<file path="config.mk">
export PLATFORM = sky130hd
export DESIGN_NAME = ahbl_dual_master_arbiter
export DESIGN_NICKNAME = d
export VERILOG_FILES = /design/src/rtl/system_pkg.sv /design/src/rtl/ahbl_arb_port.sv /design/src/rtl/ahbl_dual_master_arbiter.sv
export SDC_FILE = /design/constraint.sdc
export NUM_CORES = 1
export LEC_CHECK = 0
export CELL_PAD_IN_SITES_DETAIL_PLACEMENT = 0
export CELL_PAD_IN_SITES_GLOBAL_PLACEMENT = 1
export CORE_MARGIN = 3
export CORE_UTILIZATION = 30
export DETAILED_ROUTE_END_ITERATION = 6
export DONT_BUFFER_PORTS = 1
export MAX_ROUTING_LAYER = met4
export PLACE_DENSITY_LB_ADDON = 0.25
export SLEW_MARGIN = 20
export SYNTH_ARGS = -nofsm -noshare
export SYNTH_HDL_FRONTEND = slang
export SYNTH_SLANG_ARGS = --single-unit
</file>
<file path="constraint.sdc">
create_clock -name sys_clk_i -period 4.4 [get_ports sys_clk_i]
set_input_delay 0.88 -clock sys_clk_i [delete_from_list [all_inputs] [get_ports sys_clk_i]]
set_output_delay 0.88 -clock sys_clk_i [all_outputs]
set_load 0.01 [all_outputs]
</file>
<file path="src/rtl/system_pkg.sv">
// Shared AHB-Lite constants and types for the Ibex bus arbiter.
package system_pkg;

    localparam int unsigned ADDR_WIDTH = 32;
    localparam int unsigned DATA_WIDTH = 32;

    localparam logic [1:0] HTRANS_IDLE   = 2'b00;
    localparam logic [1:0] HTRANS_NONSEQ = 2'b10;
    localparam logic [2:0] HBURST_SINGLE = 3'b000;

    typedef struct packed {
        logic [ADDR_WIDTH-1:0] haddr;
        logic [2:0]            hsize;
        logic                  hwrite;
        logic [3:0]            hprot;
    } ahbl_addr_t;

    typedef enum logic {
        PORT0 = 1'b0,
        PORT1 = 1'b1
    } port_e;

endpackage

</file>
<file path="src/rtl/ahbl_arb_port.sv">
// Per-master side of the arbiter: one-entry address hold register, request
// generation and HREADY/HRESP stretching toward the master.
module ahbl_arb_port
    import system_pkg::*;
(
    input  logic                         clk_i,
    input  logic                         rst_ni,
    input  logic [ADDR_WIDTH-1:0]        haddr_i,
    input  logic [2:0]                   hsize_i,
    input  logic [1:0]                   htrans_i,
    input  logic                         hwrite_i,
    input  logic [3:0]                   hprot_i,
    input  logic                         grant_i,
    input  logic                         bus_ready_i,
    input  logic                         bus_resp_i,
    input  logic                         dp_mine_i,
    output logic                         req_o,
    output logic [$bits(ahbl_addr_t)-1:0] addr_o,
    output logic                         hready_o,
    output logic                         hresp_o
);

    ahbl_addr_t live;
    ahbl_addr_t hold_q, hold_d;
    logic       pend_q, pend_d;
    logic       live_req;
    logic       unused_htrans;

    // SEQ collapses to NONSEQ and BUSY to IDLE, so only htrans[1] matters.
    assign unused_htrans = htrans_i[0];

    always_comb begin
        live.haddr  = haddr_i;
        live.hsize  = hsize_i;
        live.hwrite = hwrite_i;
        live.hprot  = hprot_i;

        hready_o = dp_mine_i ? bus_ready_i : ~pend_q;
        hresp_o  = dp_mine_i & bus_resp_i;
        live_req = htrans_i[1] & hready_o;
        req_o    = live_req | pend_q;
        addr_o   = pend_q ? hold_q : live;

        pend_d = pend_q;
        hold_d = hold_q;
        if (grant_i) begin
            pend_d = 1'b0;
        end else if (live_req) begin
            pend_d = 1'b1;
            hold_d = live;
        end
    end

    always_ff @(posedge clk_i or negedge rst_ni) begin
        if (!rst_ni) begin
            pend_q <= 1'b0;
            hold_q <= '0;
        end else begin
            pend_q <= pend_d;
            hold_q <= hold_d;
        end
    end

endmodule

</file>
<file path="src/rtl/ahbl_dual_master_arbiter.sv">
// Two-master to one-slave AHB-Lite arbiter for the Ibex instruction and data
// ports; grant logic, data-phase ownership and shared-bus muxes live here.
module ahbl_dual_master_arbiter
    import system_pkg::*;
#(
    parameter bit RR_EN = 1'b1
) (
    input  logic                  sys_clk_i,
    input  logic                  sys_rstn_i,
    input  logic [ADDR_WIDTH-1:0] s0_haddr_i,
    input  logic [2:0]            s0_hsize_i,
    input  logic [1:0]            s0_htrans_i,
    input  logic                  s0_hwrite_i,
    input  logic [3:0]            s0_hprot_i,
    input  logic [DATA_WIDTH-1:0] s0_hwdata_i,
    output logic [DATA_WIDTH-1:0] s0_hrdata_o,
    output logic                  s0_hready_o,
    output logic                  s0_hresp_o,
    input  logic [ADDR_WIDTH-1:0] s1_haddr_i,
    input  logic [2:0]            s1_hsize_i,
    input  logic [1:0]            s1_htrans_i,
    input  logic                  s1_hwrite_i,
    input  logic [3:0]            s1_hprot_i,
    input  logic [DATA_WIDTH-1:0] s1_hwdata_i,
    output logic [DATA_WIDTH-1:0] s1_hrdata_o,
    output logic                  s1_hready_o,
    output logic                  s1_hresp_o,
    output logic [ADDR_WIDTH-1:0] m_haddr_o,
    output logic [2:0]            m_hsize_o,
    output logic [1:0]            m_htrans_o,
    output logic                  m_hwrite_o,
    output logic [3:0]            m_hprot_o,
    output logic [DATA_WIDTH-1:0] m_hwdata_o,
    output logic [2:0]            m_hburst_o,
    output logic                  m_hmastlock_o,
    input  logic [DATA_WIDTH-1:0] m_hrdata_i,
    input  logic                  m_hready_i,
    input  logic                  m_hresp_i
);

    ahbl_addr_t addr0, addr1, sel;
    logic       req0, req1, pick1, gnt0, gnt1;
    logic       dp_mine0, dp_mine1;
    logic       dp_valid_q, dp_valid_d;
    port_e      owner_q, owner_d;
    port_e      last_q, last_d;

    assign dp_mine0 = dp_valid_q & (owner_q == PORT0);
    assign dp_mine1 = dp_valid_q & (owner_q == PORT1);

    ahbl_arb_port u_port0 (
        .clk_i       (sys_clk_i),
        .rst_ni      (sys_rstn_i),
        .haddr_i     (s0_haddr_i),
        .hsize_i     (s0_hsize_i),
        .htrans_i    (s0_htrans_i),
        .hwrite_i    (s0_hwrite_i),
        .hprot_i     (s0_hprot_i),
        .grant_i     (gnt0),
        .bus_ready_i (m_hready_i),
        .bus_resp_i  (m_hresp_i),
        .dp_mine_i   (dp_mine0),
        .req_o       (req0),
        .addr_o      (addr0),
        .hready_o    (s0_hready_o),
        .hresp_o     (s0_hresp_o)
    );

    ahbl_arb_port u_port1 (
        .clk_i       (sys_clk_i),
        .rst_ni      (sys_rstn_i),
        .haddr_i     (s1_haddr_i),
        .hsize_i     (s1_hsize_i),
        .htrans_i    (s1_htrans_i),
        .hwrite_i    (s1_hwrite_i),
        .hprot_i     (s1_hprot_i),
        .grant_i     (gnt1),
        .bus_ready_i (m_hready_i),
        .bus_resp_i  (m_hresp_i),
        .dp_mine_i   (dp_mine1),
        .req_o       (req1),
        .addr_o      (addr1),
        .hready_o    (s1_hready_o),
        .hresp_o     (s1_hresp_o)
    );

    always_comb begin
        // On a tie, round-robin favours whichever port did not win last time.
        if (req0 && req1) begin
            pick1 = RR_EN ? (last_q == PORT0) : 1'b0;
        end else begin
            pick1 = req1;
        end
        gnt0 = m_hready_i & req0 & ~pick1;
        gnt1 = m_hready_i & req1 & pick1;

        last_d     = last_q;
        owner_d    = owner_q;
        dp_valid_d = dp_valid_q;
        if (m_hready_i) begin
            dp_valid_d = gnt0 | gnt1;
            if (gnt0 || gnt1) begin
                last_d  = gnt1 ? PORT1 : PORT0;
                owner_d = gnt1 ? PORT1 : PORT0;
            end
        end

        sel = gnt1 ? addr1 : addr0;
        if (gnt0 || gnt1) begin
            m_htrans_o = HTRANS_NONSEQ;
            m_haddr_o  = sel.haddr;
            m_hsize_o  = sel.hsize;
            m_hwrite_o = sel.hwrite;
            m_hprot_o  = sel.hprot;
        end else begin
            m_htrans_o = HTRANS_IDLE;
            m_haddr_o  = '0;
            m_hsize_o  = '0;
            m_hwrite_o = 1'b0;
            m_hprot_o  = '0;
        end

        if (dp_valid_q) begin
            m_hwdata_o = (owner_q == PORT1) ? s1_hwdata_i : s0_hwdata_i;
        end else begin
            m_hwdata_o = '0;
        end
    end

    assign s0_hrdata_o   = m_hrdata_i;
    assign s1_hrdata_o   = m_hrdata_i;
    assign m_hburst_o    = HBURST_SINGLE;
    assign m_hmastlock_o = 1'b0;

    always_ff @(posedge sys_clk_i or negedge sys_rstn_i) begin
        if (!sys_rstn_i) begin
            dp_valid_q <= 1'b0;
            owner_q    <= PORT0;
            last_q     <= PORT1;
        end else begin
            dp_valid_q <= dp_valid_d;
            owner_q    <= owner_d;
            last_q     <= last_d;
        end
    end

endmodule

</file>
---- Word level (Yosys, flattened, before mapping) ----
Index checks and enable logic that the tools add are counted.
W data, S select, Z words.
cells by class
  muxes and demuxes ....................... 18
  bitwise operators ....................... 20
  reductions and logical operators ........ 7
operators with widths
  kind                 count
  $mux W40             3
  $mux W32             3
  $and A1 B1 Y1        10
  $mux W1              9
  $not A1 Y1           7
  $reduce_and A2 Y1    3
  $mux W4              1
  $reduce_bool A2 Y1   2
  $mux W3              1
  $or A1 B1 Y1         3
  $mux W2              1
  $logic_and A1 B1 Y1  1
  $logic_or A1 B1 Y1   1
word-level totals
  bits in registers ....................... 85
  input bits .............................. 184

---- Depth between registers and ports, before layout ----
  depth in word-level cells ............... 11
  gate-level depth with buffers ........... 7
  depth with buffers taken out ............ 4

---- By module ----
Synthesis repeated with hierarchy kept, for this count alone.
second synthesis, totals
  cells, all modules ...................... 574
  area, all modules ....................... 6790.3 um^2
modules (own cells, without submodules)
  module                    times used  cells each  area an instance (um^2)  sequential area each (um^2)
  ahbl_arb_port             2           137         2218.4                   1026.0
  ahbl_dual_master_arbiter  1           300         2353.5                   76.3

---- Least setup slack after synthesis ----
OpenSTA, ideal clock, no wires.
  path type ............................... input to output
  start ................................... in s0_htrans_i[1]
  end ..................................... out m_haddr_o[31]
  arrival time ............................ 1.850 ns
  path slack .............................. 1.670 ns
  cell stages on the path ................. 5
  path buffers ............................ 2
  cell sequence ........................... o21ai_0 -> nand2b_1 -> buf_2 -> clkbuf_1 -> o21ai_0
on the way
  longest elaborated chain between the ends .. 8
RTL lines
  what                 line                             text
  start: declaration   ahbl_dual_master_arbiter.sv:12   input logic [1:0] s0_htrans_i,
  $and A1 B1 Y1 *      ahbl_arb_port.sv:40              live_req = htrans_i[1] & hready_o;
  $or A1 B1 Y1 *       ahbl_arb_port.sv:41              req_o = live_req | pend_q;
  $logic_and A1 B1 Y1  ahbl_dual_master_arbiter.sv:89   if (req0 && req1) begin
  $mux W1              ahbl_dual_master_arbiter.sv:89
  $not A1 Y1           ahbl_dual_master_arbiter.sv:94   gnt0 = m_hready_i & req0 & ~pick1;
  $and A1 B1 Y1        ahbl_dual_master_arbiter.sv:94
  $logic_or A1 B1 Y1   ahbl_dual_master_arbiter.sv:109  if (gnt0 || gnt1) begin
  $mux W32 *           ahbl_dual_master_arbiter.sv:109
  end: declaration     ahbl_dual_master_arbiter.sv:28   output logic [ADDR_WIDTH-1:0] m_haddr_o,
Mark *: on every way between the ends. The rest lies on a longest branch, timed or not.

---- Worst setup path in the final report ----
  start ................................... reg u_port0.pend_q
  end ..................................... out m_haddr_o[6]
on the way
  longest elaborated chain between the ends .. 10
RTL lines
  what                      line                             text
  start: declaration        ahbl_arb_port.sv:25              logic pend_q, pend_d;
  start signal: assignment  ahbl_arb_port.sv:59              pend_q <= pend_d;
  $not A1 Y1                ahbl_arb_port.sv:38              hready_o = dp_mine_i ? bus_ready_i : ~pend_q;
  $mux W1                   ahbl_arb_port.sv:38
  $and A1 B1 Y1             ahbl_arb_port.sv:40
  $or A1 B1 Y1              ahbl_arb_port.sv:41
  $logic_and A1 B1 Y1       ahbl_dual_master_arbiter.sv:89
  $mux W1                   ahbl_dual_master_arbiter.sv:89
  $not A1 Y1                ahbl_dual_master_arbiter.sv:94
  $and A1 B1 Y1             ahbl_dual_master_arbiter.sv:94
  $logic_or A1 B1 Y1        ahbl_dual_master_arbiter.sv:109
  $mux W32 *                ahbl_dual_master_arbiter.sv:109
Marks and branches as above.

==> summary.md <==
| Metric | Value |
|---|---|
| Overall Global Routing Usage | 0.168 |
| Slew HR | 0.365 |
| Worst Setup End Kind | primary output |
| Die footprint | 21100 um2 |
| Violation count after the first detailed-route iteration | 152 |
| Number of antenna violations at the first check in global routing | 1 |
| Synth Instances | 537 |
| Power dissipated by switching net loads | 1.52 mW |
| XOR/XNOR share of the synthesized area | 0 |
| Number of buffers on the longest clock path | 2 |
| Pwr per Cell Area | 731 nW/um2 |
| Area of the core region | 18900 um2 |
| Largest voltage drop on the vdd net | about 240 uV |
| RSZ-0062 raised after global routing | no |
| Cell-by-cell listing of the critical path | nor2b_4 > buf_4 > a22o_1 > nand3_1 > o21ai_0 |
| Result of the run | finished, final reports clean |
| Internal power summed over all cells | about 2.7 mW |
| Endpoint required time on the critical path | 3.52 ns |
| Cell at the slowest stage of the critical path | sky130_fd_sc_hd__nor2b_4 |
| Share of cell area taken by muxes after synthesis | 0.307 |
| Hold Vio Cnt, Final | 0 |
| Routed wire length | 17.7 mm |
| Worst slack after detailed placement | 1.18 ns |
| Flops & latches, synth | 85 |
| Dominant cells by area after synthesis | sky130_fd_sc_hd__dfrtp_1, sky130_fd_sc_hd__mux2i_1, sky130_fd_sc_hd__mux2_4 |
| Peak fanout along the critical path | 46 |
| Critical register-to-register path startpoint | owner_q |
| Critical setup path kind | flop to primary output |
| Adder-Cell Fraction of Synth Area | 0 |
| Die H | 145 um |
| Arrival @ worst endpoint | 2.67 ns |
| Count of TritonRoute iterations in the first routing pass | 4 |
| First-pass GRT wire length | 26.4 mm |
| Total chip power | ~4.3 mW |
| Via/cell ratio | slightly above 5 |
| H-tree level count | 3 |
| Most frequent cells after synthesis | sky130_fd_sc_hd__dfrtp_1, sky130_fd_sc_hd__mux2i_1, sky130_fd_sc_hd__buf_4 |
| Number of buffer and inverter instances along the worst setup path | 1 |
| Worst reg-to-reg setup slack | between 1 and 1.5 ns |
| Share of final-layout standard cells stronger than drive strength 1 | 0.231 |
| Number of different library cells in the post-synthesis netlist | 28 |
| Net count reported at finish | 630 |
| Fraction of the yosys area taken by sequential cells | 0.366 |
| Number of global-route vias before repair | 3943 |
| Number of cells upsized or downsized after cts | 0 |
| Post-CTS Hold Fix Bufs | 0 |
| Hold Slack | between 0.2 and 0.25 ns |
| Most frequently used flop master after synthesis | sky130_fd_sc_hd__dfrtp_1 |
| Number of synthesized flops with an enable pin | 0 |
| Cell row count | 50 |
| Synthesis-to-finish area growth | 0.129% |
| Die X | 145 um |
| Fmax | 282 MHz |
| DP Wirelength | 13.2 mm |
| CTS buffer count | 9 |
| Post-synthesis area per instance | 10.8 um2 |
| Worst Clk Skew | 0.00565 ns |
| IO Port Bufs | 0 |
| Delay contributed by the slowest stage of the critical path | 0.89 ns |
| Clock latency at the later pin of the worst-skew pair | 0.35 ns |
| Clock share of power | 0.211 |
| Final-report max-slew violation count | 0 |
| Slew @ Worst Pin | 0.952 ns |
| Starting Density | 0.308 |
| Overflow left after global routing | 0 |
| Clock root buffer | sky130_fd_sc_hd__clkbuf_16 |
| Netlist area before placement | between 5000 and 6000 um2 |
| Startpoint class of the critical path | flop |
| WL per Instance | 24.8 um |
| Count of final setup violators | 0 |
| Number of I/O pins | 330 |
| TritonCTS clock tree | done |
| Share of synthesized flip-flops with an asynchronous set or reset | 1.00 |
| Final critical-path share of the clock period | 0.807 |
| Clock transition at path regs | roughly 0.070 ns |
| Total DRC errors in the routed layout | 0 |
| Main combinational cell family by area after synthesis | multiplexers |
| Leakage power figure | ~2.5 nW |
| Count leader, synth | sky130_fd_sc_hd__dfrtp_1 |
| Yosys warnings | 0 |
| Clock sink total | 85 |
| Post-route setup TNS | 0 ns |
| Critical register-to-register path endpoint | u_port1.hold_q[15] |
| Kind of path behind the tightest hold check | input pin to asynchronous set/reset pin |
| Via count of the routed design | about 3700 |
| Cell depth of the worst flop-to-flop path | 5 |
| Comb power frac | 0.418 |
| Switching share of power | 0.358 |
| Compound-cell area share of the yosys netlist | 0.108 |
| Max-cap check violation count | 0 |
| Shortest period the worst path allows | approximately 3.6 ns |
| Flop pwr share | 0.371 |
| Area fraction of the dominant cell type after synthesis | 0.362 |
| Count of nets left with antenna violations after detail routing | 0 |
| Weighted congestion reported at the end of routability-driven placement | 0.769 |
| Largest net degree at the start of global routing | 86 |
| Buffers inserted during post-CTS setup optimization | 0 |
| Simple-gate area share of the yosys netlist | 0.0848 |
| Final worst setup slack | 0.849 ns |
| Cell family with most CP delay | simple AND/OR/NAND/NOR gates |
| Area leader, netlist | sky130_fd_sc_hd__dfrtp_1 |
-- power groups by stage --
stage | sequential (mW) | combinational, mW | clock (mW)
after floorplan | 1.34 | 1.81 | 0
after global placement | 1.57 | 1.78 | 0
after detailed placement | 1.59 | 1.81 | 0
after CTS | 1.58 | 1.82 | 0.930
after global routing | 1.64 | 1.94 | 0.956
final | 1.58 | 1.78 | 0.900
-- cell type report --
cell class	count	area, um2
inverters	1	3.75
clock inverters	6	110
fillers	1950	13100
well taps	260	325
multi-input cells	341	2940
repair buffers	8	72.6
clock buffers	10	239
flip-flops and latches	85	2130
diodes	1	2.50
-- per-layer routing --
layer,global-route usage,up-vias,routed length [um],share of wire
li1,-,1659,-,-
met1,0.180,1796,6650,0.38
met2,0.275,208,8790,0.50
met3,0.0793,26,1890,0.11
met4,0.0589,0,339,0.019
met5,-,-,0,0
-- sequential cells by signal (all words and copies together), names as in the netlist --
name            cells
u_port0.hold_q     40
u_port1.hold_q     40
dp_valid_q          1
last_q              1
owner_q             1
u_port0.pend_q      1
u_port1.pend_q      1
-- per-stage QoR --
| stage | std cells | util | instance area (um2) |
|---|---|---|---|
| after floorplan | 541 | - | 5830 |
| after global placement | 695 | 0.290 | 5470 |
| after detailed placement | 695 | 0.290 | 5470 |
| after CTS | 711 | 0.308 | 5820 |
| after global routing | 712 | 0.308 | 5820 |
| final | 712 | 0.308 | 5820 |
-- kinds of logic (layout without fill, tap and decap cells) --
logic type,count (synthesis),after routing
AO/OA/AOI/OAI,92,92
buffers and inverters,115,25
flip-flops,85,85
multiplexers,153,153
other,1,6
AND/OR/NAND/NOR,91,91
-- placed cells by master (no fill, tap or decap), drive strengths merged, types with 2 or more instances in the layout --
cell and n:
a22o 40, nand2 5, o21ai 46, a21oi 4, clkbuf 10, mux2i 72
buf 8, nor2 6, nand2b 2, clkinvlp 2, dfrtp 84, nand3 40
conb 5, mux2 81, nor2b 34, bufinv 3
-- how the worst max path moves through the flow --
stage / from / end / slack, ns / depth (start not counted)
2_1_floorplan: s0_htrans_i[1] / m_haddr_o[31] / 1.67 / 5
5_1_grt: u_port0.pend_q / m_haddr_o[5] / 0.67 / 5
4_1_cts: u_port0.pend_q / m_haddr_o[6] / 0.78 / 5
3_5_place_dp: u_port0.pend_q / m_haddr_o[6] / 1.18 / 5
6_report: u_port0.pend_q / m_haddr_o[6] / 0.85 / 5
3_3_place_gp: s0_htrans_i[1] / m_haddr_o[5] / 1.20 / 5
No activity file was read; power rests on OpenSTA's default activity.
